===== src/rtl/communicate_receive.sv =====
// communicate_receive: UART receive path (8N1, LSB first) feeding a
// first-word-fall-through byte FIFO for the packet parser.
// The line is synchronised through two flops. The FSM samples each bit at mid-bit,
// checks the stop bit, and tags the first byte after an idle gap as a frame start.
// Optional feature macro: PARITY_EVEN_EN. It adds an even-parity bit after bit 7
// and a Parity_Err output.
module communicate_receive #(
  parameter int CLK_FREQ       = 50000000,
  parameter int BAUD           = 921600,
  parameter int FIFO_DEPTH     = 16,
  parameter int FRAME_GAP_BITS = 10
) (
  input  logic                          CLOCK_50M,
  input  logic                          RST,
  input  logic                          Rx_Pin,
  input  logic                          Rd_En,
  output logic [7:0]                    Data,
  output logic                          Frame_Start_Sig,
  output logic                          Data_Valid,
  output logic [$clog2(FIFO_DEPTH):0]   Fifo_Count,
  output logic                          Frame_Err,
  output logic                          Overrun_Err
`ifdef PARITY_EVEN_EN
  ,
  output logic                          Parity_Err
`endif
);

  localparam int BIT_CYC  = CLK_FREQ / BAUD;
  localparam int HALF_CYC = BIT_CYC / 2;
  localparam int GAP_CYC  = FRAME_GAP_BITS * BIT_CYC;
  localparam int CYC_W    = $clog2(BIT_CYC + 1);
  localparam int GAP_W    = $clog2(GAP_CYC + 1);
  localparam int PTR_W    = $clog2(FIFO_DEPTH);
  localparam int CNT_W    = PTR_W + 1;

  localparam logic [CYC_W-1:0] BIT_LAST  = CYC_W'(BIT_CYC - 1);
  localparam logic [CYC_W-1:0] HALF_LAST = CYC_W'(HALF_CYC - 1);
  localparam logic [CYC_W-1:0] CYC_ZERO  = {CYC_W{1'b0}};
  localparam logic [CYC_W-1:0] CYC_ONE   = CYC_W'(1'b1);
  localparam logic [GAP_W-1:0] GAP_MAX   = GAP_W'(GAP_CYC);
  localparam logic [GAP_W-1:0] GAP_ZERO  = {GAP_W{1'b0}};
  localparam logic [GAP_W-1:0] GAP_ONE   = GAP_W'(1'b1);
  localparam logic [PTR_W-1:0] PTR_ZERO  = {PTR_W{1'b0}};
  localparam logic [PTR_W-1:0] PTR_ONE   = PTR_W'(1'b1);
  localparam logic [CNT_W-1:0] CNT_ZERO  = {CNT_W{1'b0}};
  localparam logic [CNT_W-1:0] CNT_ONE   = CNT_W'(1'b1);
  localparam logic [CNT_W-1:0] CNT_FULL  = CNT_W'(FIFO_DEPTH);

`ifdef PARITY_EVEN_EN
  typedef enum logic [2:0] {
    ST_IDLE   = 3'd0,
    ST_START  = 3'd1,
    ST_DATA   = 3'd2,
    ST_PARITY = 3'd3,
    ST_STOP   = 3'd4,
    ST_BREAK  = 3'd5
  } state_t;
`else
  typedef enum logic [2:0] {
    ST_IDLE  = 3'd0,
    ST_START = 3'd1,
    ST_DATA  = 3'd2,
    ST_STOP  = 3'd4,
    ST_BREAK = 3'd5
  } state_t;
`endif

  // Even-parity bit that makes the total number of ones in {byte, bit} even.
  function automatic logic even_parity_bit(input logic [7:0] d);
    return ^d;
  endfunction

  // Line synchroniser and edge history.
  logic rx_meta_r;
  logic rx_sync_r;
  logic rx_prev_r;
  logic rx_fall_s;

  // Receiver state.
  state_t           state_r;
  logic [CYC_W-1:0] cyc_cnt_r;
  logic [2:0]       bit_idx_r;
  logic [7:0]       shift_r;
  logic [GAP_W-1:0] gap_cnt_r;
  logic             gap_flag_r;
  logic             push_r;
  logic [8:0]       push_data_r;
  logic             frame_err_r;
`ifdef PARITY_EVEN_EN
  logic             par_bad_r;
  logic             parity_err_r;
`endif

  // FIFO state.
  logic [8:0]       mem_r [FIFO_DEPTH];
  logic [PTR_W-1:0] wr_ptr_r;
  logic [PTR_W-1:0] rd_ptr_r;
  logic [CNT_W-1:0] count_r;
  logic [8:0]       head_r;
  logic             valid_r;
  logic             overrun_r;

  logic             pop_s;
  logic             full_s;
  logic             wr_en_s;
  logic             overrun_s;
  logic [PTR_W-1:0] rd_ptr_nxt_s;
  logic [CNT_W-1:0] count_nxt_s;
  logic [8:0]       head_nxt_s;

  // Two-flop synchroniser plus one history flop; the line idles high after reset.
  always_ff @(posedge CLOCK_50M) begin
    if (RST) begin
      rx_meta_r <= 1'b1;
      rx_sync_r <= 1'b1;
      rx_prev_r <= 1'b1;
    end else begin
      rx_meta_r <= Rx_Pin;
      rx_sync_r <= rx_meta_r;
      rx_prev_r <= rx_sync_r;
    end
  end

  assign rx_fall_s = rx_prev_r & ~rx_sync_r;

  // Receive FSM: start detect, mid-bit sampling, stop check, idle-gap tracking.
  always_ff @(posedge CLOCK_50M) begin
    if (RST) begin
      state_r      <= ST_IDLE;
      cyc_cnt_r    <= CYC_ZERO;
      bit_idx_r    <= 3'd0;
      shift_r      <= 8'h00;
      gap_cnt_r    <= GAP_ZERO;
      gap_flag_r   <= 1'b1;
      push_r       <= 1'b0;
      push_data_r  <= 9'h000;
      frame_err_r  <= 1'b0;
`ifdef PARITY_EVEN_EN
      par_bad_r    <= 1'b0;
      parity_err_r <= 1'b0;
`endif
    end else begin
      push_r      <= 1'b0;
      frame_err_r <= 1'b0;
      gap_cnt_r   <= GAP_ZERO;
`ifdef PARITY_EVEN_EN
      parity_err_r <= 1'b0;
`endif
      case (state_r)
        ST_IDLE: begin
          // Gap counter only runs while idle; a low line restarts it.
          if (!rx_sync_r) begin
            gap_cnt_r <= GAP_ZERO;
          end else if (gap_cnt_r != GAP_MAX) begin
            gap_cnt_r <= gap_cnt_r + GAP_ONE;
          end else begin
            gap_cnt_r  <= gap_cnt_r;
            gap_flag_r <= 1'b1;
          end
          if (rx_fall_s) begin
            state_r   <= ST_START;
            cyc_cnt_r <= CYC_ZERO;
            bit_idx_r <= 3'd0;
          end
        end
        ST_START: begin
          if (cyc_cnt_r == HALF_LAST) begin
            cyc_cnt_r <= CYC_ZERO;
            // A line that is high again at mid start bit was only a glitch.
            if (rx_sync_r) begin
              state_r <= ST_IDLE;
            end else begin
              state_r <= ST_DATA;
            end
          end else begin
            cyc_cnt_r <= cyc_cnt_r + CYC_ONE;
          end
        end
        ST_DATA: begin
          if (cyc_cnt_r == BIT_LAST) begin
            cyc_cnt_r <= CYC_ZERO;
            shift_r   <= {rx_sync_r, shift_r[7:1]};
            if (bit_idx_r == 3'd7) begin
`ifdef PARITY_EVEN_EN
              state_r <= ST_PARITY;
`else
              state_r <= ST_STOP;
`endif
            end else begin
              bit_idx_r <= bit_idx_r + 3'd1;
            end
          end else begin
            cyc_cnt_r <= cyc_cnt_r + CYC_ONE;
          end
        end
`ifdef PARITY_EVEN_EN
        ST_PARITY: begin
          if (cyc_cnt_r == BIT_LAST) begin
            cyc_cnt_r    <= CYC_ZERO;
            par_bad_r    <= (even_parity_bit(shift_r) != rx_sync_r);
            parity_err_r <= (even_parity_bit(shift_r) != rx_sync_r);
            state_r      <= ST_STOP;
          end else begin
            cyc_cnt_r <= cyc_cnt_r + CYC_ONE;
          end
        end
`endif
        ST_STOP: begin
          if (cyc_cnt_r == BIT_LAST) begin
            cyc_cnt_r <= CYC_ZERO;
            if (rx_sync_r) begin
              state_r <= ST_IDLE;
`ifdef PARITY_EVEN_EN
              // A parity-failed byte is dropped even with a good stop bit.
              if (!par_bad_r) begin
                push_r      <= 1'b1;
                push_data_r <= {gap_flag_r, shift_r};
                gap_flag_r  <= 1'b0;
              end
`else
              push_r      <= 1'b1;
              push_data_r <= {gap_flag_r, shift_r};
              gap_flag_r  <= 1'b0;
`endif
            end else begin
              frame_err_r <= 1'b1;
              state_r     <= ST_BREAK;
            end
          end else begin
            cyc_cnt_r <= cyc_cnt_r + CYC_ONE;
          end
        end
        ST_BREAK: begin
          // Wait out a held-low line before looking for a new start bit.
          if (rx_sync_r) begin
            state_r <= ST_IDLE;
          end
        end
        default: begin
          state_r <= ST_IDLE;
        end
      endcase
    end
  end

  assign pop_s     = Rd_En & (count_r != CNT_ZERO);
  assign full_s    = (count_r == CNT_FULL);
  assign wr_en_s   = push_r & (~full_s | pop_s);
  assign overrun_s = push_r & full_s & ~pop_s;

  // Next read pointer, occupancy and head entry for the registered FWFT outputs.
  always_comb begin
    rd_ptr_nxt_s = rd_ptr_r;
    count_nxt_s  = count_r;
    head_nxt_s   = 9'h000;
    if (pop_s) begin
      rd_ptr_nxt_s = rd_ptr_r + PTR_ONE;
    end else begin
      rd_ptr_nxt_s = rd_ptr_r;
    end
    case ({wr_en_s, pop_s})
      2'b10:   count_nxt_s = count_r + CNT_ONE;
      2'b01:   count_nxt_s = count_r - CNT_ONE;
      default: count_nxt_s = count_r;
    endcase
    // The slot being written this cycle becomes the head when nothing older remains.
    if (count_nxt_s == CNT_ZERO) begin
      head_nxt_s = 9'h000;
    end else if (wr_en_s && (wr_ptr_r == rd_ptr_nxt_s)) begin
      head_nxt_s = push_data_r;
    end else begin
      head_nxt_s = mem_r[rd_ptr_nxt_s];
    end
  end

  // FIFO storage; contents need no reset because the pointers define validity.
  always_ff @(posedge CLOCK_50M) begin
    if (wr_en_s) begin
      mem_r[wr_ptr_r] <= push_data_r;
    end
  end

  // FIFO pointers, occupancy and registered head/status outputs.
  always_ff @(posedge CLOCK_50M) begin
    if (RST) begin
      wr_ptr_r  <= PTR_ZERO;
      rd_ptr_r  <= PTR_ZERO;
      count_r   <= CNT_ZERO;
      head_r    <= 9'h000;
      valid_r   <= 1'b0;
      overrun_r <= 1'b0;
    end else begin
      if (wr_en_s) begin
        wr_ptr_r <= wr_ptr_r + PTR_ONE;
      end
      rd_ptr_r  <= rd_ptr_nxt_s;
      count_r   <= count_nxt_s;
      head_r    <= head_nxt_s;
      valid_r   <= (count_nxt_s != CNT_ZERO);
      overrun_r <= overrun_s;
    end
  end

  assign Data            = head_r[7:0];
  assign Frame_Start_Sig = head_r[8];
  assign Data_Valid      = valid_r;
  assign Fifo_Count      = count_r;
  assign Frame_Err       = frame_err_r;
  assign Overrun_Err     = overrun_r;
`ifdef PARITY_EVEN_EN
  assign Parity_Err      = parity_err_r;
`endif

endmodule


===== config.mk =====
export PLATFORM = sky130hd
export DESIGN_NAME = communicate_receive
export DESIGN_NICKNAME = d
export VERILOG_FILES = /design/src/rtl/communicate_receive.sv
export SDC_FILE = /design/constraint.sdc
export NUM_CORES = 1
export LEC_CHECK = 0
export BUFFER_PORTS_ARGS = -buffer_cell sky130_fd_sc_hd__clkbuf_2
export CORE_MARGIN = 8
export CORE_UTILIZATION = 40
export DETAILED_ROUTE_END_ITERATION = 7
export PLACE_DENSITY_LB_ADDON = 0.25
export SKIP_CTS_REPAIR_TIMING = 1
export SYNTH_ARGS = -nofsm -noshare
export SYNTH_HDL_FRONTEND = slang
export SYNTH_SLANG_ARGS = --single-unit

===== constraint.sdc =====
create_clock -name CLOCK_50M -period 4.3 [get_ports CLOCK_50M]
set_input_delay 0.215 -clock CLOCK_50M [delete_from_list [all_inputs] [get_ports CLOCK_50M]]
set_output_delay 0.215 -clock CLOCK_50M [all_outputs]
set_load 0.02 [all_outputs]

Yosys cells after proc, flatten, opt, wreduce, memory -nomap -nowiden
Memories as Yosys holds them, arrays and structs flattened. A register that Yosys moved wholly into a read port is not among the register bits.
Cells that the tools add are included.
Widths: inputs -> output; s select.
- equal/unequal tests: 21
- reductions and logical operators: 17
- bitwise operators: 12
- muxes and demuxes: 28
- add/subtract/negate cells: 7
- operator list (kind ; number):
    $mux 3 ; 10
    $ne 2x2->1 const B ; 10
    $mux 6 ; 3
    $pmux 6 s3 ; 1
    $pmux 3 s5 ; 1
    $add 10x1->10 const B ; 1
    $ne 10x10->1 const B ; 1
    $pmux 5 s2 ; 1
    $reduce_bool 5->1 ; 2
    $eq 3x3->1 const B ; 3
    $add 4x1->4 const B ; 2
    $mux 1 ; 8
    $add 6x1->6 const B ; 1
    $eq 6x5->1 const B ; 1
    $eq 6x6->1 const B ; 1
    $not 1->1 ; 6
    $pmux 3 s2 ; 1
    $reduce_and 6->1 ; 1
    $reduce_or 3->1 ; 2
    $add 5x1->5 const B ; 1
    $and 1x1->1 ; 5
    $eq 5x5->1 const B ; 1
    $logic_not 5->1 ; 1
    $reduce_and 5->1 ; 1
    17 further kinds ; 20
- bits in writable memories: 144
- flip-flop bits (word level): 60
- memories kept: 1
- output and inout bits: 17
- word-level logic and storage cells: 103
- input bits: 4
- memories (memory ; depth ; width ; rd ports ; clocked after Yosys merged registers in ; wr ports ; RTL line ; source):
    mem_r ; 16 ; 9 ; 1 ; 1 ; 1 ; 96 ; logic [8:0] mem_r [FIFO_DEPTH];

Logic depth before layout (Yosys ltp)
- depth in word-level cells: 8
- gate-level depth with buffers: 15
- depth with buffers taken out: 12

Worst setup path before layout
No wires, ideal clock.
- kind: reg-to-reg
- from: register count_r[1], in the netlist Fifo_Count[1]
- to: register head_r[0], read port of mem_r
- setup time: 0.074 ns
- period minus slack after synthesis: 3.727 ns
- path buffers: 3
- data required time: 4.226 ns
- arrival: 3.652 ns
- setup slack: 0.573 ns
- cell stages (with the launch flop): 16
- cells stage by stage: dfxtp_1 buf_2 or4_4 o21ai_2 clkbuf_1 buf_1 nor2_1 xor2_1 ha_1 nor4b_1 a221oi_1 a21oi_1 xnor2_1 a41oi_2 o21ai_0 a31oi_1
- cells in the longest elaborated chain, start to end: 8
- elaborated cells on any way between the ends: 14
- those cells by class: 2 x add/sub; 3 x eq/ne; 2 x mux; 4 x bitwise; 3 x reduce/logical
- ends and longest elaborated chain (element ; RTL line ; source):
    start, declared ; 99 ; logic [CNT_W-1:0] count_r;
    start signal, assigned ; 298 ; count_r <= count_nxt_s;
    $reduce_bool 5->1 or $eq 5x5->1 (tied branches) ; 247, 248 ;
    $and 1x1->1 or $not 1->1 (tied branches) ; 247, 249 ;
    $or 1x1->1 ; 249 ; assign wr_en_s = push_r & (~full_s | pop_s);
    $and 1x1->1 ; 249 ;
    $eq 2x1->1 or $eq 2x2->1 (tied branches) ; 262 ; case ({wr_en_s, pop_s})
    $pmux 5 s2 ; 262 ;
    $logic_not 5->1 ; 268 ; if (count_nxt_s == CNT_ZERO) begin
    $reduce_or 2->1 (no source line) ; - ;
    end, declared ; 100 ; logic [8:0] head_r;
Several ways; a longest one is shown, not always the timed one.
A chain may end at the register's enable or synchronous reset.

Worst setup path after layout
- from: register count_r[2], in the netlist Fifo_Count[2]
- to: register head_r[3], read port of mem_r
Same word-level chain as after synthesis.

==> results.txt <==
----------------------------------------------------
[Critical path]
  Max Fanout on Critical Path ... 10
  Cells traversed along the worst timing path ... or4_4, o21ai_2, nor2_1, xor2_1, ha_1, nor4b_1, a221oi_1, a21oi_1, xnor2_1, a41oi_2, o21ai_0, a31oi_1
  Worst Path Class, Setup ... flip-flop to flip-flop
  Maximum cell stage delay along the critical path ... 0.60 ns
  Cell with the largest stage delay on the worst path ... sky130_fd_sc_hd__or4_4
  Data arrival at the endpoint of the critical path ... 4.10 ns
  Startpoint types ... flip-flop
  Required time worst endpoint ... 4.72 ns
  CP Capture Type ... flip-flop

[Cells and area]
  Share of final-layout standard cells stronger than drive strength 1 ... 15.51%
  Total area of multi-input combinational cells ... 0.003715 sq mm
  Final nets ... 762
  Count of placed standard cells in the final layout, fillers left out ... 1085
  Most used cells in the layout excluding fill and tap cells ... 144 x sky130_fd_sc_hd__edfxtp_1, 71 x sky130_fd_sc_hd__nor2_1, 68 x sky130_fd_sc_hd__dfxtp_1
  Area growth from synthesis to layout ... 10.81%
  Antenna diode count ... 0
  Storage element area ... 0.005709 sq mm
  Fill cell count ... 2178
  Most frequent standard cell in the layout excluding fill and tap cells ... sky130_fd_sc_hd__edfxtp_1

[Global route]
  Initial antenna violation count ... 0
  Final global-route overflow total ... 0
  Largest net degree at the start of global routing ... 46
  Number of global-route vias before repair ... 6063
  Total global routing track utilization ... 15.23%
  Global-route wire length before repair ... 34.61 mm

[Logic synthesis]
  Synthesis-stage register bit count ... 213
  Post-synthesis mux area share ... 15.01%
  EDFF count, synth ... 144
  Xor/xnor cell area share of the yosys netlist ... 2.262%
  Biggest area contributors in the synthesized netlist ... sky130_fd_sc_hd__edfxtp_1 45%, sky130_fd_sc_hd__dfxtp_1 14%, sky130_fd_sc_hd__mux4_2 9.3%
  Syn Area/Cell ... 13.08 sq um
  Sequential area share after synthesis ... 58.95%
  Count of distinct cell types in the synthesized netlist ... 63
  Adder and majority cell fraction of the synthesized area ... 1.681%
  Primary flip-flop cell chosen by synthesis mapping ... sky130_fd_sc_hd__edfxtp_1
  Cell count after synthesis ... 740
  Post-synthesis compound-gate area fraction ... 8.106%
  Fraction of registers with async set or reset after synthesis ... 0%
  Biggest area consumer among synthesized cells ... sky130_fd_sc_hd__edfxtp_1
  Net count after synthesis ... 757
  Post-synth design cell area ... 0.009678 sq mm
  Dominant combinational cell family by area after synthesis ... multiplexers
  Fraction of the mapped netlist area in simple logic gates ... 11.14%
  Ys Warns ... 0
  Area share of the leading cell type in the synthesized netlist ... 44.68%

[Floorplanning]
  IO Count ... 21
  Total die area ... 0.02943 sq mm
  Core region area ... 0.02403 sq mm
  Horizontal extent of the die ... 171.5 microns
  Row Count ... 57
  Starting Density ... 40.27%
  Overall die height ... 171.5 microns

[Clocking]
  Clock transition time at the flip-flop clock pins of the worst setup and hold paths ... 0.06 ns
  Inserted Clock Buffers ... 23
  Clock sinks ... 213
  CTS tree ... yes
  CTS Buffer Depth ... 3
  Clk root buf ... sky130_fd_sc_hd__clkbuf_16
  Clk_lat worst skew ... 0.50 ns
  H-tree depth reported by CTS ... 1

[Power and ir drop]
  Total power per unit cell area ... 508.6 mW/mm^2
  VDD IR max ... 0.3500 mV
  Post-layout power ... 5454 uW
  Leak ... 0.003749 uW

[Route]
  Mean routed wirelength per cell ... 20.41 microns
  Post-route DRC violation count ... 0
  Drt pass-1 iters ... 5
  Detailed Route WL ... 22.14 mm
  Number of antenna-violating nets in the routed design ... 0
  Violation count after the first detailed-route iteration ... 648
  Via count ... 6050
  Via count normalized by instance count ... 5.576

[Placed design]
  Instance count after placement with tap cells included ... 1043
  Final RePlAce weighted congestion ... 0.7854
  HPWL Detailed ... 14.05 mm
  Buffers on Ports ... 20

[STA]
  Setup total negative slack ... 0 ns
  Worst-case headroom to the max-slew limit ... 25.40%
  Setup repair after global routing missed its margin ... no
  Share of the clock period used by the worst path ... 85.62%
  Number of endpoints failing setup at the final stage ... 0
  Max Clock Skew ... 0.009751 ns
  Final worst path period need ... 3.682 ns
  Max-slew violation total from the final report ... 0
  Number of hold-slack violations in the final timing report ... 0
  Peak clock frequency supported by timing ... 0.2716 GHz
  Worst Tran Pin Value ... 1.115 ns
  Hold slack ... 0.2949 ns

[Status]
  Result of the run ... finished, final reports clean

[Job]
  Maxcap violations ... 0

[Worst hold path]
  Path type of the worst min-delay path ... primary input to flip-flop

----------------------------------------------------
stage by stage:
step | utilization [%] | setup slack (ns) | area (sq um)
after floorplan | - | 0.5734 | 9678
after global placement | 41.75 | 1.012 | 10030
after detailed placement | 41.75 | 0.6571 | 10030
after CTS | 44.58 | 0.6589 | 10710
after global routing | 44.62 | 0.4015 | 10720
final | 44.62 | 0.6184 | 10720
layout make-up:
| class | instances | area share [%] |
|---|---|---|
| Timing Repair Buffer | 31 | 1.727 |
| Sequential cell | 213 | 53.24 |
| Clock inverter | 3 | 0.1283 |
| Inverter | 8 | 0.2800 |
| Multi-Input combinational cell | 468 | 34.64 |
| Tap cell | 324 | 3.780 |
| Clock buffer | 38 | 6.207 |
path summary, 6_finish.rpt:
kind / end / cells past startpoint / startpoint / slack, ns
worst min-delay path: Overrun_Err$_SDFF_PP0_ / 3 / Rd_En / 0.29
worst max register to register: head_r[3]$_SDFF_PP0_ / 12 / Fifo_Count[2]$_SDFF_PP0_ / 0.62
worst max-delay path: head_r[3]$_SDFF_PP0_ / 12 / Fifo_Count[2]$_SDFF_PP0_ / 0.62
worst min register to register: rx_sync_r$_SDFF_PP1_ / 1 / rx_meta_r$_SDFF_PP1_ / 0.43
per-layer routing:
layer	track usage [%]	up-vias	wire, microns
met4	5.747	0	586
met3	1.790	37	726
met5	0	-	0
met1	18.81	3065	9535
li1	-	2816	-
met2	26.96	132	11300
flip-flops by register name, indices dropped and copies added (netlist names):
register / count
Data_Valid: 1
Fifo_Count: 5
Frame_Err: 1
Overrun_Err: 1
bit_idx_r: 3
cyc_cnt_r: 6
gap_cnt_r: 10
gap_flag_r: 1
head_r: 9
mem_r: 144
push_data_r: 9
push_r: 1
rd_ptr_r: 4
rx_meta_r: 1
rx_prev_r: 1
rx_sync_r: 1
shift_r: 8
state_r: 3
wr_ptr_r: 4
synth_stat cells (all sizes together), types with 2 or more instances:
cell	n
mux2i	54
nand3b	3
xor2	9
buf	22
inv	8
nand4	7
a2111oi	8
a31oi	19
nand3	18
o21ai	19
a221oi	2
a211oi	8
edfxtp	144
a311o	8
nor3	9
o21a	2
or2	6
a22oi	2
or4	3
nor3b	3
clkbuf	29
a21oi	20
a32o	2
nand2b	7
xnor2	13
or3	4
dfxtp	69
and3	3
nor2	71
nor2b	14
o2111ai	8
nand2	65
and2	10
ha	13
mux4	40
report_power, final:
part | internal [uW] | total (uW) | switching, uW
Combinational | 562 | 1330 | 769
Sequential | 2220 | 2320 | 98.0
Clock | 1050 | 1810 | 755
Total | 3830 | 5450 | 1620
critical path, delay by kind of cell (launching register included):
kind                     cells  cell delay (ns)
AO/OA/AOI/OAI                6             1.42
AND/OR/NAND/NOR              3             1.27
flip-flops                   1             0.39
XOR/XNOR                     2             0.27
adder cells (fa/ha/maj)      1             0.24
cells by family (layout without fill, tap and decap cells):
family,Yosys count,count (layout)
AOI/OAI and AO/OA,111,111
xor gates and xnor gates,22,22
adders and majority gates,13,13
buffers and inverters,59,80
DFF,213,213
muxes,95,95
and+or+nand+nor,227,227
(Power assumes the default switching activity.)
